**src/rtl/clock_switch_ctrl_m.sv**
```systemverilog
// Initiator side of the HS/LS clock-switch handshake: picks the CPU clock from
// the access decode, drives the switch select and stalls the CPU while a switch is in flight.
module clock_switch_ctrl_m #(
  parameter int SYNC_STAGES    = 2,
  parameter int HS_HOLDOFF     = 4,
  parameter int TIMEOUT_CYCLES = 64
) (
  input  logic ck_ip,
  input  logic resetb,
  input  logic access_valid_ip,
  input  logic access_ls_ip,
  input  logic force_ls_ip,
  input  logic selected_hs_ip,
  input  logic selected_ls_ip,
  input  logic err_clr_ip,
  output logic select_hs_op,
  output logic rdy_op,
  output logic hs_mode_op,
  output logic timeout_err_op
);

  localparam int TMR_W = (TIMEOUT_CYCLES > 1) ? $clog2(TIMEOUT_CYCLES) : 1;
  localparam int HO_W  = $clog2(HS_HOLDOFF + 1);
  localparam logic [TMR_W-1:0] TMR_LAST = TMR_W'(TIMEOUT_CYCLES - 1);
  localparam logic [HO_W-1:0]  HO_MAX   = HO_W'(HS_HOLDOFF);

  typedef enum logic [1:0] {
    REQ_LS = 2'd0,
    LS_RUN = 2'd1,
    REQ_HS = 2'd2,
    HS_RUN = 2'd3
  } state_t;

  state_t                 r_state;
  logic [SYNC_STAGES-1:0] r_shs_sync;
  logic [SYNC_STAGES-1:0] r_sls_sync;
  logic [TMR_W-1:0]       r_tmr;
  logic [HO_W-1:0]        r_holdoff;
  logic                   r_booted;

  state_t           w_nxt;
  logic             w_shs;
  logic             w_sls;
  logic             w_want_ls;
  logic             w_hs_ok;
  logic             w_set_err;
  logic             w_tmr_run;
  logic [TMR_W-1:0] w_tmr_nxt;
  logic [HO_W-1:0]  w_ho_nxt;
  logic             w_booted;
  logic             w_rdy;

  assign w_shs     = r_shs_sync[SYNC_STAGES-1];
  assign w_sls     = r_sls_sync[SYNC_STAGES-1];
  assign w_want_ls = force_ls_ip | (access_valid_ip & access_ls_ip);
  assign w_hs_ok   = access_valid_ip & ~access_ls_ip & ~force_ls_ip;

  // Next-state decode; the timer only advances while a request is pending
  always_comb begin
    w_nxt     = r_state;
    w_set_err = 1'b0;
    w_tmr_run = 1'b0;
    case (r_state)
      REQ_LS: begin
        if (w_sls) begin
          w_nxt = LS_RUN;
        end else if (r_tmr == TMR_LAST) begin
          w_set_err = 1'b1;
        end else begin
          w_tmr_run = 1'b1;
        end
      end
      LS_RUN: begin
        if (!w_sls) begin
          w_nxt     = REQ_LS;
          w_set_err = 1'b1;
        end else if (!w_want_ls && (r_holdoff == HO_MAX)) begin
          w_nxt = REQ_HS;
        end
      end
      REQ_HS: begin
        if (w_want_ls) begin
          w_nxt = REQ_LS;
        end else if (w_shs) begin
          w_nxt = HS_RUN;
        end else if (r_tmr == TMR_LAST) begin
          w_nxt     = REQ_LS;
          w_set_err = 1'b1;
        end else begin
          w_tmr_run = 1'b1;
        end
      end
      HS_RUN: begin
        if (w_want_ls) begin
          w_nxt = REQ_LS;
        end else if (!w_shs) begin
          w_nxt     = REQ_LS;
          w_set_err = 1'b1;
        end
      end
      default: w_nxt = REQ_LS;
    endcase
  end

  // Holdoff only accumulates while staying in LS_RUN; an LS demand resets the run
  always_comb begin
    w_ho_nxt = '0;
    if ((r_state == LS_RUN) && (w_nxt == LS_RUN)) begin
      if (w_want_ls) begin
        w_ho_nxt = '0;
      end else if (w_hs_ok && (r_holdoff != HO_MAX)) begin
        w_ho_nxt = r_holdoff + HO_W'(1);
      end else begin
        w_ho_nxt = r_holdoff;
      end
    end
  end

  assign w_tmr_nxt = w_tmr_run ? (r_tmr + TMR_W'(1)) : '0;

  // The CPU is held until the first LS handshake after reset has completed
  assign w_booted = r_booted | (w_nxt == LS_RUN);
  assign w_rdy    = w_booted
                  & ~(((w_nxt == REQ_LS) || (w_nxt == REQ_HS)) & access_valid_ip)
                  & ~((w_nxt == REQ_LS) & force_ls_ip);

  always_ff @(posedge ck_ip or negedge resetb) begin
    if (!resetb) begin
      r_state        <= REQ_LS;
      r_shs_sync     <= '0;
      r_sls_sync     <= '0;
      r_tmr          <= '0;
      r_holdoff      <= '0;
      r_booted       <= 1'b0;
      select_hs_op   <= 1'b0;
      rdy_op         <= 1'b0;
      hs_mode_op     <= 1'b0;
      timeout_err_op <= 1'b0;
    end else begin
      r_shs_sync     <= {r_shs_sync[SYNC_STAGES-2:0], selected_hs_ip};
      r_sls_sync     <= {r_sls_sync[SYNC_STAGES-2:0], selected_ls_ip};
      r_state        <= w_nxt;
      r_tmr          <= w_tmr_nxt;
      r_holdoff      <= w_ho_nxt;
      r_booted       <= w_booted;
      select_hs_op   <= (w_nxt == REQ_HS) || (w_nxt == HS_RUN);
      hs_mode_op     <= (w_nxt == HS_RUN);
      rdy_op         <= w_rdy;
      timeout_err_op <= w_set_err ? 1'b1 : (err_clr_ip ? 1'b0 : timeout_err_op);
    end
  end

endmodule

```
**config.mk**
```make
export PLATFORM = sky130hd
export DESIGN_NAME = clock_switch_ctrl_m
export DESIGN_NICKNAME = d
export VERILOG_FILES = /design/src/rtl/clock_switch_ctrl_m.sv
export SDC_FILE = /design/constraint.sdc
export NUM_CORES = 1
export LEC_CHECK = 0
export BUFFER_PORTS_ARGS = -buffer_cell sky130_fd_sc_hd__buf_2
export CAP_MARGIN = 20
export CELL_PAD_IN_SITES_DETAIL_PLACEMENT = 1
export CELL_PAD_IN_SITES_GLOBAL_PLACEMENT = 1
export CORE_UTILIZATION = 46
export CTS_CLUSTER_DIAMETER = 40
export CTS_CLUSTER_SIZE = 30
export DETAILED_ROUTE_END_ITERATION = 16
export PLACE_DENSITY_LB_ADDON = 0.1
export SYNTH_ARGS = -nofsm -noshare
export SYNTH_HDL_FRONTEND = slang
export SYNTH_SLANG_ARGS = --single-unit
```
**constraint.sdc**
```tcl
create_clock -name ck_ip -period 3.94 [get_ports ck_ip]
set_clock_uncertainty 0.1 [all_clocks]
set_input_delay 0.197 -clock ck_ip [delete_from_list [all_inputs] [get_ports ck_ip]]
set_output_delay 0.197 -clock ck_ip [all_outputs]
set_load 0.005 [all_outputs]
```
==> report_table.html, run 1 <==
<table>
<tr><th>Metric</th><th>Value</th></tr>
<tr><th colspan="2">Timing</th></tr>
<tr><td>Number of max-slew violations in the final report</td><td>0</td></tr>
<tr><td>Final hold slack</td><td>165.3 ps</td></tr>
<tr><td>Setup tns final</td><td>0 ps</td></tr>
<tr><td>Unrepaired setup endpoints after global routing</td><td>false</td></tr>
<tr><td>Peak Freq</td><td>656.3 MHz</td></tr>
<tr><td>Fraction of the cycle the final worst path needs</td><td>38.67%</td></tr>
<tr><td>Final hold violations</td><td>0</td></tr>
<tr><td>Post-layout min period</td><td>1524 ps</td></tr>
<tr><td>Worst slew margin</td><td>70.16%</td></tr>
<tr><td>Post-route worst setup slack</td><td>2416 ps</td></tr>
<tr><td>Tightest Pin Transition</td><td>446.2 ps</td></tr>
<tr><td># setup viols final</td><td>0</td></tr>
<tr><th colspan="2">Detailed routing</th></tr>
<tr><td>Post-detailed-route count of antenna-violating nets</td><td>0</td></tr>
<tr><td>Total wire length</td><td>1749 um</td></tr>
<tr><td>First-pass iteration count of the detailed router</td><td>2</td></tr>
<tr><td>Detailed Route Iter0 Violations</td><td>4</td></tr>
<tr><td>Post-detailed-route wirelength per cell</td><td>14.70 um</td></tr>
<tr><td>Remaining routing DRC violations</td><td>0</td></tr>
<tr><td>DR vias/cell</td><td>5.202</td></tr>
<tr><td>Via count of the routed design</td><td>619</td></tr>
<tr><th colspan="2">Power and ir drop</th></tr>
<tr><td>Static power due to leakage</td><td>0.4223 nW</td></tr>
<tr><td>Maximum vdd ir drop</td><td>0.3098 mV</td></tr>
<tr><td>Total power per unit cell area</td><td>334.8 nW/um2</td></tr>
<tr><th colspan="2">Clocking</th></tr>
<tr><td>Clock root buffer</td><td>clkbuf_4</td></tr>
<tr><td>Clk buf depth</td><td>2</td></tr>
<tr><td>TritonCTS clock tree</td><td>built</td></tr>
<tr><td>Clock buffers created by TritonCTS</td><td>3</td></tr>
<tr><td>Hold Buf Count CTS</td><td>4</td></tr>
<tr><td>Post-CTS setup buffers</td><td>0</td></tr>
<tr><td>Clk_lat worst skew</td><td>300 ps</td></tr>
<tr><td>Worst-path clk slew</td><td>110 ps</td></tr>
<tr><td>Number of clock sinks</td><td>19</td></tr>
<tr><td>Number of levels the H-tree was split into</td><td>1</td></tr>
<tr><td>Total of cells resized after clock tree synthesis</td><td>0</td></tr>
<tr><th colspan="2">Floorplan</th></tr>
<tr><td>Number of placement rows</td><td>15</td></tr>
<tr><td>Die footprint</td><td>2023 um2</td></tr>
<tr><td>Ports</td><td>12</td></tr>
<tr><td>Width of the die</td><td>44.98 um</td></tr>
<tr><td>Height of the die</td><td>44.98 um</td></tr>
<tr><td>Effective utilization at floorplan</td><td>49.20%</td></tr>
<tr><td>Core region area</td><td>1727 um2</td></tr>
<tr><th colspan="2">Place</th></tr>
<tr><td>Global placer's final weighted congestion</td><td>0.7264</td></tr>
<tr><td>Worst slack at placement</td><td>2438 ps</td></tr>
<tr><td>Detailed placer's ending HPWL</td><td>1275 um</td></tr>
<tr><td>Inst Count DP</td><td>111</td></tr>
<tr><td>Instance area after placement</td><td>932.1 um2</td></tr>
<tr><td>Count of buffers inserted at the top-level ports</td><td>11</td></tr>
<tr><th colspan="2">GRT</th></tr>
<tr><td>Pin count of the biggest net entering global routing</td><td>20</td></tr>
<tr><td>Total Routing Usage GR</td><td>21.75%</td></tr>
<tr><td>Global-route congestion overflow total</td><td>0</td></tr>
<tr><td>Antenna violations before repair</td><td>0</td></tr>
<tr><td>Wire length of the first global-routing pass</td><td>2967 um</td></tr>
<tr><td>Vias in the first global route</td><td>658</td></tr>
<tr><th colspan="2">Yosys</th></tr>
<tr><td>Number of distinct library cells after synthesis</td><td>31</td></tr>
<tr><td>FF+latch count, synth</td><td>19</td></tr>
<tr><td>Ys async rst share</td><td>100.0%</td></tr>
<tr><td>Instance count of the mapped netlist</td><td>76</td></tr>
<tr><td>Most used flip-flop cell after synthesis</td><td>dfrtp_1</td></tr>
<tr><td>Number of flops mapped to enable cells by yosys</td><td>0</td></tr>
<tr><td>Mean instance size in the synthesized netlist</td><td>11.18 um2</td></tr>
<tr><td>Part of the Yosys area used for sequential elements</td><td>55.96%</td></tr>
<tr><td>Count of synthesis-stage warnings from yosys</td><td>0</td></tr>
<tr><td>Mapped Area</td><td>849.6 um2</td></tr>
<tr><td>Net Count, Synth</td><td>87</td></tr>
<tr><th colspan="2">Critical path</th></tr>
<tr><td>Startpoint of the worst setup timing path</td><td>r_tmr[0]</td></tr>
<tr><td>Endpoint of the most critical setup path</td><td>r_tmr[5]</td></tr>
<tr><td>Critical Path Start Type</td><td>flip-flop</td></tr>
<tr><td>Number of cells on the critical path</td><td>4</td></tr>
<tr><td>List of cells traversed by the critical path</td><td>ha_1, and3_4, a31o_2, a211oi_2</td></tr>
<tr><td>Type of the worst setup path</td><td>reg2reg</td></tr>
<tr><td>CP peak stage delay</td><td>410 ps</td></tr>
<tr><td>Top delay family on crit path</td><td>compound AO/OA/AOI/OAI gates</td></tr>
<tr><td>Slowest cell on the critical path</td><td>dfrtp_1</td></tr>
<tr><td>FF-to-FF End</td><td>r_tmr[5]</td></tr>
<tr><td>Data arrival time of the worst path</td><td>1650 ps</td></tr>
<tr><td>Worst path buffer plus inverter count</td><td>0</td></tr>
<tr><td>Highest net fanout along the worst path</td><td>6</td></tr>
<tr><td>Number of cells traversed by the worst register-to-register path</td><td>4</td></tr>
<tr><td>Required time of the worst setup path</td><td>4070 ps</td></tr>
<tr><td>Reg2Reg Launch Point</td><td>r_tmr[0]</td></tr>
<tr><td>Reg-to-reg slack, setup</td><td>2420 ps</td></tr>
<tr><td>Sort of element at the end of the critical path</td><td>flip-flop</td></tr>
<tr><th colspan="2">Finish</th></tr>
<tr><td>Share of layout cells above drive strength 1</td><td>20.21%</td></tr>
<tr><td>Area taken by multi-input logic gates</td><td>347.8 um2</td></tr>
<tr><td>Commonest cells after routing, fill and taps aside</td><td>19 x dfrtp_1, 11 x buf_2, 6 x inv_1</td></tr>
<tr><td>Net total in the final layout</td><td>106</td></tr>
<tr><td>Sequential cell area in the final layout</td><td>475.5 um2</td></tr>
<tr><td>Final cell count without fillers</td><td>119</td></tr>
<tr><td>Most common cell after layout, fill and taps aside</td><td>dfrtp_1</td></tr>
<tr><td>Final instance area</td><td>998.5 um2</td></tr>
<tr><td>Number of antenna cells inserted</td><td>0</td></tr>
<tr><td>Filler instances</td><td>206</td></tr>
<tr><td>Synthesis-to-finish area growth</td><td>17.53%</td></tr>
<tr><th colspan="2">Job</th></tr>
<tr><td>Number of max-capacitance violations reported</td><td>0</td></tr>
<tr><th colspan="2">Min path</th></tr>
<tr><td>Path category of the worst min-delay check</td><td>in2reg</td></tr>
<tr><th colspan="2">Run status</th></tr>
<tr><td>Result of the run</td><td>completed</td></tr>
</table>
[routing by layer]
metal	wire length (um)	part of all wire, %	track usage [%]
met1	812	46	26.70
met2	849	49	35.07
met3	38	2.2	4.800
met4	48	2.7	12.73
met5	0	0	0
[registers in the layout, summed over array words and instances, names as in the netlist]
name / flops
hs_mode_op: 1
r_booted: 1
r_holdoff: 3
r_shs_sync: 2
r_sls_sync: 2
r_state: 2
r_tmr: 6
rdy_op: 1
timeout_err_op: 1
[logic make-up after synthesis]
logic type | share of synthesized area [%]
DFF | 55.97
adders and majority gates | 4.419
xor gates and xnor gates | 4.124
AOI/OAI and AO/OA | 13.11
buffers and inverters | 3.092
and+or+nand+nor | 18.12
muxes | 1.178
[cell usage after synthesis (all sizes together) (2+ instances only)]
| master | number | area (um2) |
|---|---|---|
| nand2 | 4 | 15.01 |
| nor2 | 5 | 18.77 |
| ha | 3 | 37.54 |
| xnor2 | 3 | 26.28 |
| nand3 | 4 | 20.02 |
| inv | 6 | 22.52 |
| nand4 | 2 | 12.51 |
| dfrtp | 19 | 475.5 |
| nor3 | 4 | 20.02 |
| nor3b | 3 | 27.52 |
| a21oi | 2 | 10.01 |
| a31oi | 3 | 25.02 |
| o21ai | 3 | 15.01 |
[metrics by stage]
stage                     utilization, %  power, mW
after global placement             53.99     0.2321
after global routing               57.83     0.3460
after detailed placement           53.99     0.2334
after CTS                          57.83     0.3337
final                              57.83     0.3343
after floorplan                        -     0.2192
[report_power, final]
part / internal [mW] / switching [mW]
clock: 0.0395 / 0.0627
sequential: 0.200 / 0.00395
combinational: 0.0122 / 0.0158
[worst register-to-register path, stage by stage (launching register included)]
cell and delay [ps]:
dfrtp_1 410, ha_1 240, and3_4 200, a31o_2 290, a211oi_2 200
[final cells by class]
cell class / instances / share of cell area (%)
well taps: 25 / 3.133
clock buffers: 4 / 2.632
repair buffers: 15 / 9.524
inverters: 6 / 2.256
flip-flops and latches: 19 / 47.62
multi-input cells: 50 / 34.84
[worst min path at each step]
stage | startpoint | end | slack (ps) | cells after the start
after CTS | force_ls_ip | hs_mode_op | 170 | 3
after global placement | resetb | rdy_op | 60 | 1
after floorplan | resetb | hs_mode_op | -200 | 0
after detailed placement | resetb | rdy_op | 60 | 1
after global routing | force_ls_ip | hs_mode_op | 180 | 3
final | force_ls_ip | r_state[1] | 170 | 3
Power figures use the tool's default switching activity.
==> run 2: changes to the inputs <==
--- a/config.mk
+++ b/config.mk
@@ -5,11 +5,12 @@
 export SDC_FILE = /design/constraint.sdc
 export NUM_CORES = 1
 export LEC_CHECK = 0
+export ABC_AREA = 1
 export BUFFER_PORTS_ARGS = -buffer_cell sky130_fd_sc_hd__buf_2
 export CAP_MARGIN = 20
 export CELL_PAD_IN_SITES_DETAIL_PLACEMENT = 1
 export CELL_PAD_IN_SITES_GLOBAL_PLACEMENT = 1
-export CORE_UTILIZATION = 46
+export CORE_UTILIZATION = 42
 export CTS_CLUSTER_DIAMETER = 40
 export CTS_CLUSTER_SIZE = 30
 export DETAILED_ROUTE_END_ITERATION = 16
==> constraint.sdc (replaced) <==
create_clock -name ck_ip -period 1.41 [get_ports ck_ip]
set_clock_uncertainty 0.1 [all_clocks]
set_input_delay 0.0705 -clock ck_ip [delete_from_list [all_inputs] [get_ports ck_ip]]
set_output_delay 0.0705 -clock ck_ip [all_outputs]
set_load 0.005 [all_outputs]
==> run 2 against run 1 <==
  * The flow now finishes with violations (setup timing)
  * Fmax grew 3.8%
  * Clock power grew to 2.8 times the previous value
  * Worst setup slack lost 2500 ps
  * Cell count grew 36%
  * Non-clock buffer count grew 13
  * Core utilization grew 5.0 points
  * Design area grew 29%
  * Wire length grew 27%
  * Register-to-register slack lost 2500 ps
  * Clock-buffer cell count shrank 1
  * Critical path type unchanged
==> report_table.html, run 2 <==
<table>
<tr><th>Metric</th><th>Value</th></tr>
<tr><th colspan="2">Critical path</th></tr>
<tr><td>Number of cells traversed by the worst register-to-register path</td><td>9 (was 4)</td></tr>
<tr><td>Sort of element at the end of the critical path</td><td>flip-flop (unchanged)</td></tr>
<tr><td>Data arrival time of the worst path</td><td>1600 ps (was 1650 ps)</td></tr>
<tr><td>Reg2Reg Launch Point</td><td>r_state[1] (was r_tmr[0])</td></tr>
<tr><td>Critical Path Start Type</td><td>flip-flop (unchanged)</td></tr>
<tr><td>Startpoint of the worst setup timing path</td><td>r_state[1] (was r_tmr[0])</td></tr>
<tr><td>Highest net fanout along the worst path</td><td>6 (unchanged)</td></tr>
<tr><td>Endpoint of the most critical setup path</td><td>rdy_op (was r_tmr[5])</td></tr>
<tr><td>FF-to-FF End</td><td>rdy_op (was r_tmr[5])</td></tr>
<tr><td>Type of the worst setup path</td><td>reg2reg (unchanged)</td></tr>
<tr><td>Required time of the worst setup path</td><td>1540 ps (was 4070 ps)</td></tr>
<tr><td>Reg-to-reg slack, setup</td><td>-60 ps (was 2420 ps)</td></tr>
<tr><th colspan="2">Floorplan</th></tr>
<tr><td>Ports</td><td>12 (unchanged)</td></tr>
<tr><td>Number of placement rows</td><td>16 (was 15)</td></tr>
<tr><td>Effective utilization at floorplan</td><td>46.57% (was 49.20%)</td></tr>
<tr><td>Height of the die</td><td>49.58 um (was 44.98 um)</td></tr>
<tr><td>Die footprint</td><td>2458 um2 (was 2023 um2)</td></tr>
<tr><td>Core region area</td><td>2042 um2 (was 1727 um2)</td></tr>
<tr><td>Width of the die</td><td>49.58 um (was 44.98 um)</td></tr>
<tr><th colspan="2">Detailed routing</th></tr>
<tr><td>Length of routed met3 wiring</td><td>46 um (was 38 um)</td></tr>
<tr><td>Highest metal layer used by the detailed router</td><td>met4 (unchanged)</td></tr>
<tr><td>First-pass iteration count of the detailed router</td><td>4 (was 2)</td></tr>
<tr><td>Met2 routed WL</td><td>1250 um (was 849 um)</td></tr>
<tr><td>Met1 layer wirelength in the final routing</td><td>892 um (was 812 um)</td></tr>
<tr><td>Post-detailed-route count of antenna-violating nets</td><td>0 (unchanged)</td></tr>
<tr><td>Post-detailed-route wirelength per cell</td><td>13.71 um (was 14.70 um)</td></tr>
<tr><td>Remaining routing DRC violations</td><td>0 (unchanged)</td></tr>
<tr><td>Detailed Route Iter0 Violations</td><td>3 (was 4)</td></tr>
<tr><td>DR vias/cell</td><td>4.790 (was 5.202)</td></tr>
<tr><td>Total wire length</td><td>2221 um (was 1749 um)</td></tr>
<tr><td>Via count of the routed design</td><td>776 (was 619)</td></tr>
<tr><th colspan="2">Power and ir drop</th></tr>
<tr><td>Total power consumption of the routed design</td><td>1.417 mW (was 0.3343 mW)</td></tr>
<tr><td>Total power per unit cell area</td><td>1104 nW/um2 (was 334.8 nW/um2)</td></tr>
<tr><td>Static power due to leakage</td><td>0.6011 nW (was 0.4223 nW)</td></tr>
<tr><td>Maximum vdd ir drop</td><td>0.8093 mV (was 0.3098 mV)</td></tr>
<tr><th colspan="2">Yosys</th></tr>
<tr><td>Mean instance size in the synthesized netlist</td><td>9.232 um2 (was 11.18 um2)</td></tr>
<tr><td>Top post-synthesis cells by area</td><td>dfrtp_1 50%, nor2_1 6.3%, inv_1 5.9%, nand2_1 5.9%, nand2_2 4.6% (was dfrtp_1 56%, ha_1 4.4%, xnor2_1 3.1%, inv_1 2.7%, nand3_1 2.4%)</td></tr>
<tr><td>Part of the Yosys area used for sequential elements</td><td>50.00% (was 55.96%)</td></tr>
<tr><td>Most used flip-flop cell after synthesis</td><td>dfrtp_1 (unchanged)</td></tr>
<tr><td>Net Count, Synth</td><td>114 (was 87)</td></tr>
<tr><td>Yosys top cell area share</td><td>50.00% (was 55.96%)</td></tr>
<tr><td>Ys async rst share</td><td>100.0% (unchanged)</td></tr>
<tr><td>Number of distinct library cells after synthesis</td><td>22 (was 31)</td></tr>
<tr><td>Mapped Area</td><td>950.9 um2 (was 849.6 um2)</td></tr>
<tr><td>Leading post-synthesis cells by instance count</td><td>19 x dfrtp_1, 16 x nor2_1, 15 x inv_1, 15 x nand2_1, 7 x nand2_2 (was 19 x dfrtp_1, 6 x inv_1, 5 x nor2_1)</td></tr>
<tr><td>Number of flops mapped to enable cells by yosys</td><td>0 (unchanged)</td></tr>
<tr><td>Count of synthesis-stage warnings from yosys</td><td>0 (unchanged)</td></tr>
<tr><td>FF+latch count, synth</td><td>19 (unchanged)</td></tr>
<tr><td>Most common cell in the synthesized netlist</td><td>dfrtp_1 (unchanged)</td></tr>
<tr><td>Instance count of the mapped netlist</td><td>103 (was 76)</td></tr>
<tr><td>Largest area contributor in the netlist</td><td>dfrtp_1 (unchanged)</td></tr>
<tr><th colspan="2">Finish</th></tr>
<tr><td>Number of flip-flops in the largest register</td><td>6 (unchanged)</td></tr>
<tr><td>Net total in the final layout</td><td>147 (was 106)</td></tr>
<tr><td>Register with the most flip-flops</td><td>r_tmr (unchanged)</td></tr>
<tr><td>Most common cell after layout, fill and taps aside</td><td>dfrtp_1 (unchanged)</td></tr>
<tr><td>Share of layout cells above drive strength 1</td><td>46.67% (was 20.21%)</td></tr>
<tr><td>Filler instances</td><td>241 (was 206)</td></tr>
<tr><td>Largest registers</td><td>r_tmr (6), r_holdoff (3) (unchanged)</td></tr>
<tr><td>Synthesis-to-finish area growth</td><td>35.00% (was 17.53%)</td></tr>
<tr><td>Final instance area</td><td>1284 um2 (was 998.5 um2)</td></tr>
<tr><td>Commonest cells after routing, fill and taps aside</td><td>17 x dfrtp_1, 13 x nand2_1, 12 x nor2_1, 12 x buf_4 (was 19 x dfrtp_1, 11 x buf_2, 6 x inv_1)</td></tr>
<tr><td>Number of antenna cells inserted</td><td>0 (unchanged)</td></tr>
<tr><th colspan="2">Timing</th></tr>
<tr><td>Fraction of the cycle the final worst path needs</td><td>104.1% (was 38.67%)</td></tr>
<tr><td>Worst slew margin</td><td>71.85% (was 70.16%)</td></tr>
<tr><td># setup viols final</td><td>2 (was 0)</td></tr>
<tr><td>Unrepaired setup endpoints after global routing</td><td>true (was false)</td></tr>
<tr><td>Number of max-slew violations in the final report</td><td>0 (unchanged)</td></tr>
<tr><td>Final hold violations</td><td>0 (unchanged)</td></tr>
<tr><td>Tightest Pin Transition</td><td>422.3 ps (was 446.2 ps)</td></tr>
<tr><td>Post-layout min period</td><td>1467 ps (was 1524 ps)</td></tr>
<tr><td>Setup tns final</td><td>-70.13 ps (was 0 ps)</td></tr>
<tr><td>Peak Freq</td><td>681.5 MHz (was 656.3 MHz)</td></tr>
<tr><td>Post-route worst setup slack</td><td>-57.35 ps (was 2416 ps)</td></tr>
<tr><th colspan="2">Clocking</th></tr>
<tr><td>Clock buffers created by TritonCTS</td><td>3 (unchanged)</td></tr>
<tr><td>Worst-path clk slew</td><td>110 ps (about the same)</td></tr>
<tr><td>Clock root buffer</td><td>clkbuf_4 (unchanged)</td></tr>
<tr><td>Clk buf depth</td><td>2 (unchanged)</td></tr>
<tr><td>Number of clock sinks</td><td>19 (unchanged)</td></tr>
<tr><td>Clk_lat worst skew</td><td>300 ps (about the same)</td></tr>
<tr><td>Number of levels the H-tree was split into</td><td>1 (unchanged)</td></tr>
<tr><td>TritonCTS clock tree</td><td>built (unchanged)</td></tr>
<tr><th colspan="2">GRT</th></tr>
<tr><td>Vias in the first global route</td><td>855 (was 658)</td></tr>
<tr><td>Pin count of the biggest net entering global routing</td><td>20 (unchanged)</td></tr>
<tr><td>Antenna violations before repair</td><td>0 (unchanged)</td></tr>
<tr><td>Total Routing Usage GR</td><td>20.56% (was 21.75%)</td></tr>
<tr><td>Wire length of the first global-routing pass</td><td>3746 um (was 2967 um)</td></tr>
<tr><td>Global-route congestion overflow total</td><td>0 (unchanged)</td></tr>
<tr><th colspan="2">Place</th></tr>
<tr><td>Global placer's final weighted congestion</td><td>0.7420 (was 0.7264)</td></tr>
<tr><td>Count of buffers inserted at the top-level ports</td><td>11 (unchanged)</td></tr>
<tr><td>Detailed placer's ending HPWL</td><td>1416 um (was 1275 um)</td></tr>
<tr><td>Instance area after placement</td><td>1077 um2 (was 932.1 um2)</td></tr>
<tr><th colspan="2">Run status</th></tr>
<tr><td>Violations in the final reports</td><td>setup timing</td></tr>
<tr><td>Result of the run</td><td>finished with violations (was completed)</td></tr>
<tr><th colspan="2">Job</th></tr>
<tr><td>Number of max-capacitance violations reported</td><td>0 (unchanged)</td></tr>
<tr><th colspan="2">Min path</th></tr>
<tr><td>Path category of the worst min-delay check</td><td>in2reg (unchanged)</td></tr>
</table>
[run 2: worst min path at each step]
stage / slack (ps) / end / depth (start not counted) / from
global placement: -80 / r_sls_sync[1] / 1 / resetb
detailed placement: -70 / timeout_err_op / 1 / resetb
CTS: 1 / rdy_op / 4 / force_ls_ip
finish: 40 / rdy_op / 4 / force_ls_ip
global route: 50 / rdy_op / 4 / force_ls_ip
floorplan: -330 / hs_mode_op / 0 / resetb
[run 2: stage by stage]
| stage | hold slack (ps) | instances | setup WS [ps] | util, % |
|---|---|---|---|---|
| 2_1_floorplan | -325.1 | 103 | 47.05 | - |
| 3_3_place_gp | -76.64 | 146 | 34.68 | 52.76 |
| 3_5_place_dp | -69.66 | 146 | -66.71 | 52.76 |
| 4_1_cts | 1.335 | 158 | 2.219 | 59.38 |
| 5_1_grt | 45.70 | 162 | -111.5 | 62.87 |
| 6_report | 43.44 | 162 | -57.35 | 62.87 |
[run 2: cell families (layout without fill, tap and decap cells)]
| kind of cell | count (synthesis) | in the layout | synth area share, % |
|---|---|---|---|
| simple gates | 55 | 55 | 30.52 |
| fa+ha+maj | 3 | 3 | 3.948 |
| flops | 19 | 19 | 50.00 |
| xor+xnor | 3 | 3 | 2.764 |
| buf+inv | 16 | 48 | 6.315 |
| compound gates | 7 | 7 | 6.447 |
[run 2: power breakdown]
part | total (mW) | internal, mW | switching [mW]
registers | 0.657 | 0.603 | 0.0538
logic | 0.479 | 0.213 | 0.266
clock network | 0.281 | 0.106 | 0.176
total | 1.42 | 0.922 | 0.496
[run 2: what timing repair did]
item	4_1_cts	5_1_grt
pin swaps	7	7
hold endpoints to repair	22	0
endpoints found under the setup margin	6	11
hold buffers	4	0
resized for setup	14	10
setup buffers	4	4
[run 2: final cells by class]
type | instances | area (um2) | share of cell area [%]
Clock buffer | 3 | 22.52 | 1.754
Clock inverter | 1 | 5.005 | 0.3899
Inverter | 16 | 60.06 | 4.678
Multi-Input combinational cell | 68 | 488.0 | 38.01
Sequential cell | 19 | 478.0 | 37.23
Tap cell | 27 | 33.78 | 2.632
Timing Repair Buffer | 28 | 196.4 | 15.30
[run 2: per-layer routing]
metal / track usage (%) / vias to the layer above
met5: 0 / -
met4: 8.571 / 0
met3: 3.704 / 2
met2: 37.39 / 10
met1: 23.27 / 378
li1: - / 386
[run 2: critical path: stages (launching register included)]
cell,delay [ps]
dfrtp_2,490
inv_2,110
nand2_2,70
nor2_4,150
nand2_2,80
nand3_2,60
nand2_2,70
nor2_2,120
nor2_2,50
nor2_2,100
==> run 3: changes to the inputs <==
==> constraint.sdc (replaced) <==
create_clock -name ck_ip -period 1.5 [get_ports ck_ip]
set_clock_uncertainty 0.1 [all_clocks]
set_input_delay 0.075 -clock ck_ip [delete_from_list [all_inputs] [get_ports ck_ip]]
set_output_delay 0.075 -clock ck_ip [all_outputs]
set_load 0.005 [all_outputs]
==> run 3 against run 2 <==
  * Die area is the same
  * Flip-flop and latch count unchanged
  * Sequential power decreased by 7.0%
  * Global-route usage decreased by 2.3 points
  * Worst hold slack lost 32 ps
  * Combinational power is 25% lower
  * Highest routed layer unchanged
  * Wire length is 9.0% lower
  * Non-clock buffer count fell by 4
  * First-iteration DRC count increased to 2.7 times the previous value
  * The flow now finishes without violations
  * Critical path depth increased by 2
  * Via count down 3.5%
==> report_table.html, run 3 (synthesized netlist as in run 2, its figures left out) <==
<table>
<tr><th>Metric</th><th>Value</th></tr>
<tr><th colspan="2">Detailed routing</th></tr>
<tr><td>Via count of the routed design</td><td>749 (was 776)</td></tr>
<tr><td>Detailed Route Iter0 Violations</td><td>8 (was 3)</td></tr>
<tr><td>Total wire length</td><td>2021 um (was 2221 um)</td></tr>
<tr><td>Post-detailed-route count of antenna-violating nets</td><td>0 (unchanged)</td></tr>
<tr><td>Post-detailed-route wirelength per cell</td><td>12.79 um (was 13.71 um)</td></tr>
<tr><td>First-pass iteration count of the detailed router</td><td>2 (was 4)</td></tr>
<tr><td>Remaining routing DRC violations</td><td>0 (unchanged)</td></tr>
<tr><td>DR vias/cell</td><td>4.741 (was 4.790)</td></tr>
<tr><th colspan="2">Timing</th></tr>
<tr><td>Fraction of the cycle the final worst path needs</td><td>96.69% (was 104.1%)</td></tr>
<tr><td>Peak Freq</td><td>689.5 MHz (was 681.5 MHz)</td></tr>
<tr><td>Final hold slack</td><td>11.14 ps (was 43.44 ps)</td></tr>
<tr><td>Unrepaired setup endpoints after global routing</td><td>true (unchanged)</td></tr>
<tr><td>Final hold violations</td><td>0 (unchanged)</td></tr>
<tr><td># setup viols final</td><td>0 (was 2)</td></tr>
<tr><td>Worst slew margin</td><td>72.09% (was 71.85%)</td></tr>
<tr><td>Post-route worst setup slack</td><td>49.58 ps (was -57.35 ps)</td></tr>
<tr><td>Number of max-slew violations in the final report</td><td>0 (unchanged)</td></tr>
<tr><td>Tightest Pin Transition</td><td>418.7 ps (was 422.3 ps)</td></tr>
<tr><td>Post-layout min period</td><td>1450 ps (was 1467 ps)</td></tr>
<tr><td>Setup tns final</td><td>0 ps (was -70.13 ps)</td></tr>
<tr><th colspan="2">GRT</th></tr>
<tr><td>Total Routing Usage GR</td><td>18.22% (was 20.56%)</td></tr>
<tr><td>Antenna violations before repair</td><td>0 (unchanged)</td></tr>
<tr><td>Pin count of the biggest net entering global routing</td><td>20 (unchanged)</td></tr>
<tr><td>Wire length of the first global-routing pass</td><td>3318 um (was 3746 um)</td></tr>
<tr><td>Met3 demand-to-capacity share in global routing</td><td>3.704% (unchanged)</td></tr>
<tr><td>Met2 Use GR</td><td>31.31% (was 37.39%)</td></tr>
<tr><td>Fraction of met1 tracks used by global routing</td><td>21.53% (was 23.27%)</td></tr>
<tr><td>Vias in the first global route</td><td>761 (was 855)</td></tr>
<tr><td>Most Used Layer, Global Route</td><td>met2 (unchanged)</td></tr>
<tr><td>Global-route congestion overflow total</td><td>0 (unchanged)</td></tr>
<tr><th colspan="2">Critical path</th></tr>
<tr><td>Required time of the worst setup path</td><td>1590 ps (was 1540 ps)</td></tr>
<tr><td>Data arrival time of the worst path</td><td>1540 ps (was 1600 ps)</td></tr>
<tr><td>Critical Path Start Type</td><td>flip-flop (unchanged)</td></tr>
<tr><td>Slowest cell on the critical path</td><td>dfrtp_1 (was dfrtp_2)</td></tr>
<tr><td>Endpoint of the most critical setup path</td><td>r_booted (was rdy_op)</td></tr>
<tr><td>List of cells traversed by the critical path</td><td>inv_2, ha_4, nand2_4, inv_4, nand3_2, nand2_1, nand3_2, nand2_4, nor2_4, nor2_4, inv_1 (was inv_2, nand2_2, nor2_4, nand2_2, nand3_2, nand2_2, nor2_2, nor2_2, nor2_2)</td></tr>
<tr><td>Reg-to-reg slack, setup</td><td>50 ps (was -60 ps)</td></tr>
<tr><td>CP peak stage delay</td><td>430 ps (was 490 ps)</td></tr>
<tr><td>Top delay family on crit path</td><td>simple AND/OR/NAND/NOR gates (unchanged)</td></tr>
<tr><td>Number of cells on the critical path</td><td>11 (was 9)</td></tr>
<tr><td>Worst path buffer plus inverter count</td><td>3 (was 1)</td></tr>
<tr><td>FF-to-FF End</td><td>r_booted (was rdy_op)</td></tr>
<tr><td>Startpoint of the worst setup timing path</td><td>r_holdoff[1] (was r_state[1])</td></tr>
<tr><td>Type of the worst setup path</td><td>reg2reg (unchanged)</td></tr>
<tr><td>Sort of element at the end of the critical path</td><td>flip-flop (unchanged)</td></tr>
<tr><td>Highest net fanout along the worst path</td><td>3 (was 6)</td></tr>
<tr><td>Number of cells traversed by the worst register-to-register path</td><td>11 (was 9)</td></tr>
<tr><td>Reg2Reg Launch Point</td><td>r_holdoff[1] (was r_state[1])</td></tr>
<tr><th colspan="2">Clocking</th></tr>
<tr><td>TritonCTS clock tree</td><td>built (unchanged)</td></tr>
<tr><td>Clock root buffer</td><td>clkbuf_4 (unchanged)</td></tr>
<tr><td>Clk buf depth</td><td>2 (unchanged)</td></tr>
<tr><td>Number of levels the H-tree was split into</td><td>1 (unchanged)</td></tr>
<tr><td>Worst-path clk slew</td><td>110 ps (about the same)</td></tr>
<tr><td>Clock buffers created by TritonCTS</td><td>3 (unchanged)</td></tr>
<tr><td>Number of clock sinks</td><td>19 (unchanged)</td></tr>
<tr><td>Clk_lat worst skew</td><td>300 ps (about the same)</td></tr>
<tr><th colspan="2">Floorplan</th></tr>
<tr><td>Number of placement rows</td><td>16 (unchanged)</td></tr>
<tr><td>Effective utilization at floorplan</td><td>46.57% (unchanged)</td></tr>
<tr><td>Die footprint</td><td>2458 um2 (unchanged)</td></tr>
<tr><td>Ports</td><td>12 (unchanged)</td></tr>
<tr><td>Core region area</td><td>2042 um2 (unchanged)</td></tr>
<tr><td>Width of the die</td><td>49.58 um (unchanged)</td></tr>
<tr><td>Height of the die</td><td>49.58 um (unchanged)</td></tr>
<tr><th colspan="2">Place</th></tr>
<tr><td>Detailed placer's ending HPWL</td><td>1314 um (was 1416 um)</td></tr>
<tr><td>Count of buffers inserted at the top-level ports</td><td>11 (unchanged)</td></tr>
<tr><td>Instance area after placement</td><td>1040 um2 (was 1077 um2)</td></tr>
<tr><td>Global placer's final weighted congestion</td><td>0.7466 (was 0.7420)</td></tr>
<tr><td>Worst slack at placement</td><td>-11.85 ps (was -66.71 ps)</td></tr>
<tr><th colspan="2">Power and ir drop</th></tr>
<tr><td>Sequential fraction of design power</td><td>49.5% (was 46.4%)</td></tr>
<tr><td>Static power due to leakage</td><td>0.5745 nW (was 0.6011 nW)</td></tr>
<tr><td>Sw Ratio</td><td>34.26% (was 34.97%)</td></tr>
<tr><td>Internal power contribution</td><td>0.8111 mW (was 0.9216 mW)</td></tr>
<tr><td>Combinational fraction of design power</td><td>29.1% (was 33.8%)</td></tr>
<tr><td>Maximum vdd ir drop</td><td>0.5700 mV (was 0.8093 mV)</td></tr>
<tr><td>Switching power total</td><td>0.4227 mW (was 0.4955 mW)</td></tr>
<tr><td>Clock Power Share</td><td>21.4% (was 19.9%)</td></tr>
<tr><td>Total power per unit cell area</td><td>996.0 nW/um2 (was 1104 nW/um2)</td></tr>
<tr><td>Total power consumption of the routed design</td><td>1.234 mW (was 1.417 mW)</td></tr>
<tr><th colspan="2">Finish</th></tr>
<tr><td>Net total in the final layout</td><td>143 (was 147)</td></tr>
<tr><td>Number of flip-flops in the largest register</td><td>6 (unchanged)</td></tr>
<tr><td>Commonest cells after routing, fill and taps aside</td><td>18 x dfrtp_1, 16 x nor2_1, 14 x nand2_1 (was 17 x dfrtp_1, 13 x nand2_1, 12 x nor2_1, 12 x buf_4)</td></tr>
<tr><td>Largest registers</td><td>r_tmr (6), r_holdoff (3) (unchanged)</td></tr>
<tr><td>Share of layout cells above drive strength 1</td><td>40.46% (was 46.67%)</td></tr>
<tr><td>Final instance area</td><td>1239 um2 (was 1284 um2)</td></tr>
<tr><td>Synthesis-to-finish area growth</td><td>30.26% (was 35.00%)</td></tr>
<tr><td>Number of antenna cells inserted</td><td>0 (unchanged)</td></tr>
<tr><td>Most common cell after layout, fill and taps aside</td><td>dfrtp_1 (unchanged)</td></tr>
<tr><td>Register with the most flip-flops</td><td>r_tmr (unchanged)</td></tr>
<tr><th colspan="2">Job</th></tr>
<tr><td>Number of max-capacitance violations reported</td><td>0 (unchanged)</td></tr>
<tr><th colspan="2">Run status</th></tr>
<tr><td>Result of the run</td><td>completed (was finished with violations)</td></tr>
<tr><th colspan="2">Min path</th></tr>
<tr><td>Path category of the worst min-delay check</td><td>in2reg (unchanged)</td></tr>
</table>
## run 3: cell types whose count changed in the layout (fill, tap and decap cells not counted), moves of 2 or more
cell    change
nor2_1      +4
buf_4       -3
nor2_2      -2
nor2_4      -2
## run 3: worst min-delay path by stage
stage,startpoint,endpoint,slack (ps),depth (start not counted)
floorplan,resetb,hs_mode_op,-320,0
global placement,resetb,r_sls_sync[1],-70,1
detailed placement,resetb,r_sls_sync[1],-60,1
CTS,force_ls_ip,rdy_op,2,4
global route,force_ls_ip,rdy_op,20,4
finish,force_ls_ip,rdy_op,10,4
## run 3: worst register-to-register path, cell delays in order, from the launching register on
cell and delay [ps]:
dfrtp_1 430, inv_2 80, ha_4 140, nand2_4 60, inv_4 60, nand3_2 50, nand2_1 80, nand3_2 80
nand2_4 80, nor2_4 50, nor2_4 90, inv_1 50
## run 3: timing repair
action,4_1_cts,5_1_grt
hold buffers,4,0
resized for setup,5,12
pin swaps,2,4
hold endpoints to repair,22,0
setup endpoints to repair,3,4
setup buffers,4,5
## run 3: stage by stage
step	utilization, %	cells
global placement	50.92	141
detailed placement	50.92	141
global route	60.66	158
CTS	56.43	153
floorplan	-	103
finish	60.66	158
## run 3: layout make-up
cell class	count	area, um2
tap	27	33.78
sequential	19	476.7
clock buffer	3	22.52
clock inverter	1	5.005
timing repair buffer	24	162.7
fill	240	803.3
multi-input combinational	68	475.5
inverter	16	62.56
## run 3: power groups by stage
stage | Sequential [mW] | Combinational (mW) | Clock (mW)
6_report | 0.611 | 0.359 | 0.264
2_1_floorplan | 0.613 | 0.213 | 0
5_1_grt | 0.616 | 0.402 | 0.290
3_3_place_gp | 0.617 | 0.288 | 0
3_5_place_dp | 0.619 | 0.296 | 0
4_1_cts | 0.607 | 0.322 | 0.277
## run 3: routing by layer
metal	vias up	routed length, um
li1	375	-
met1	362	915
met2	10	1049
met3	2	44
met4	0	12
met5	-	0
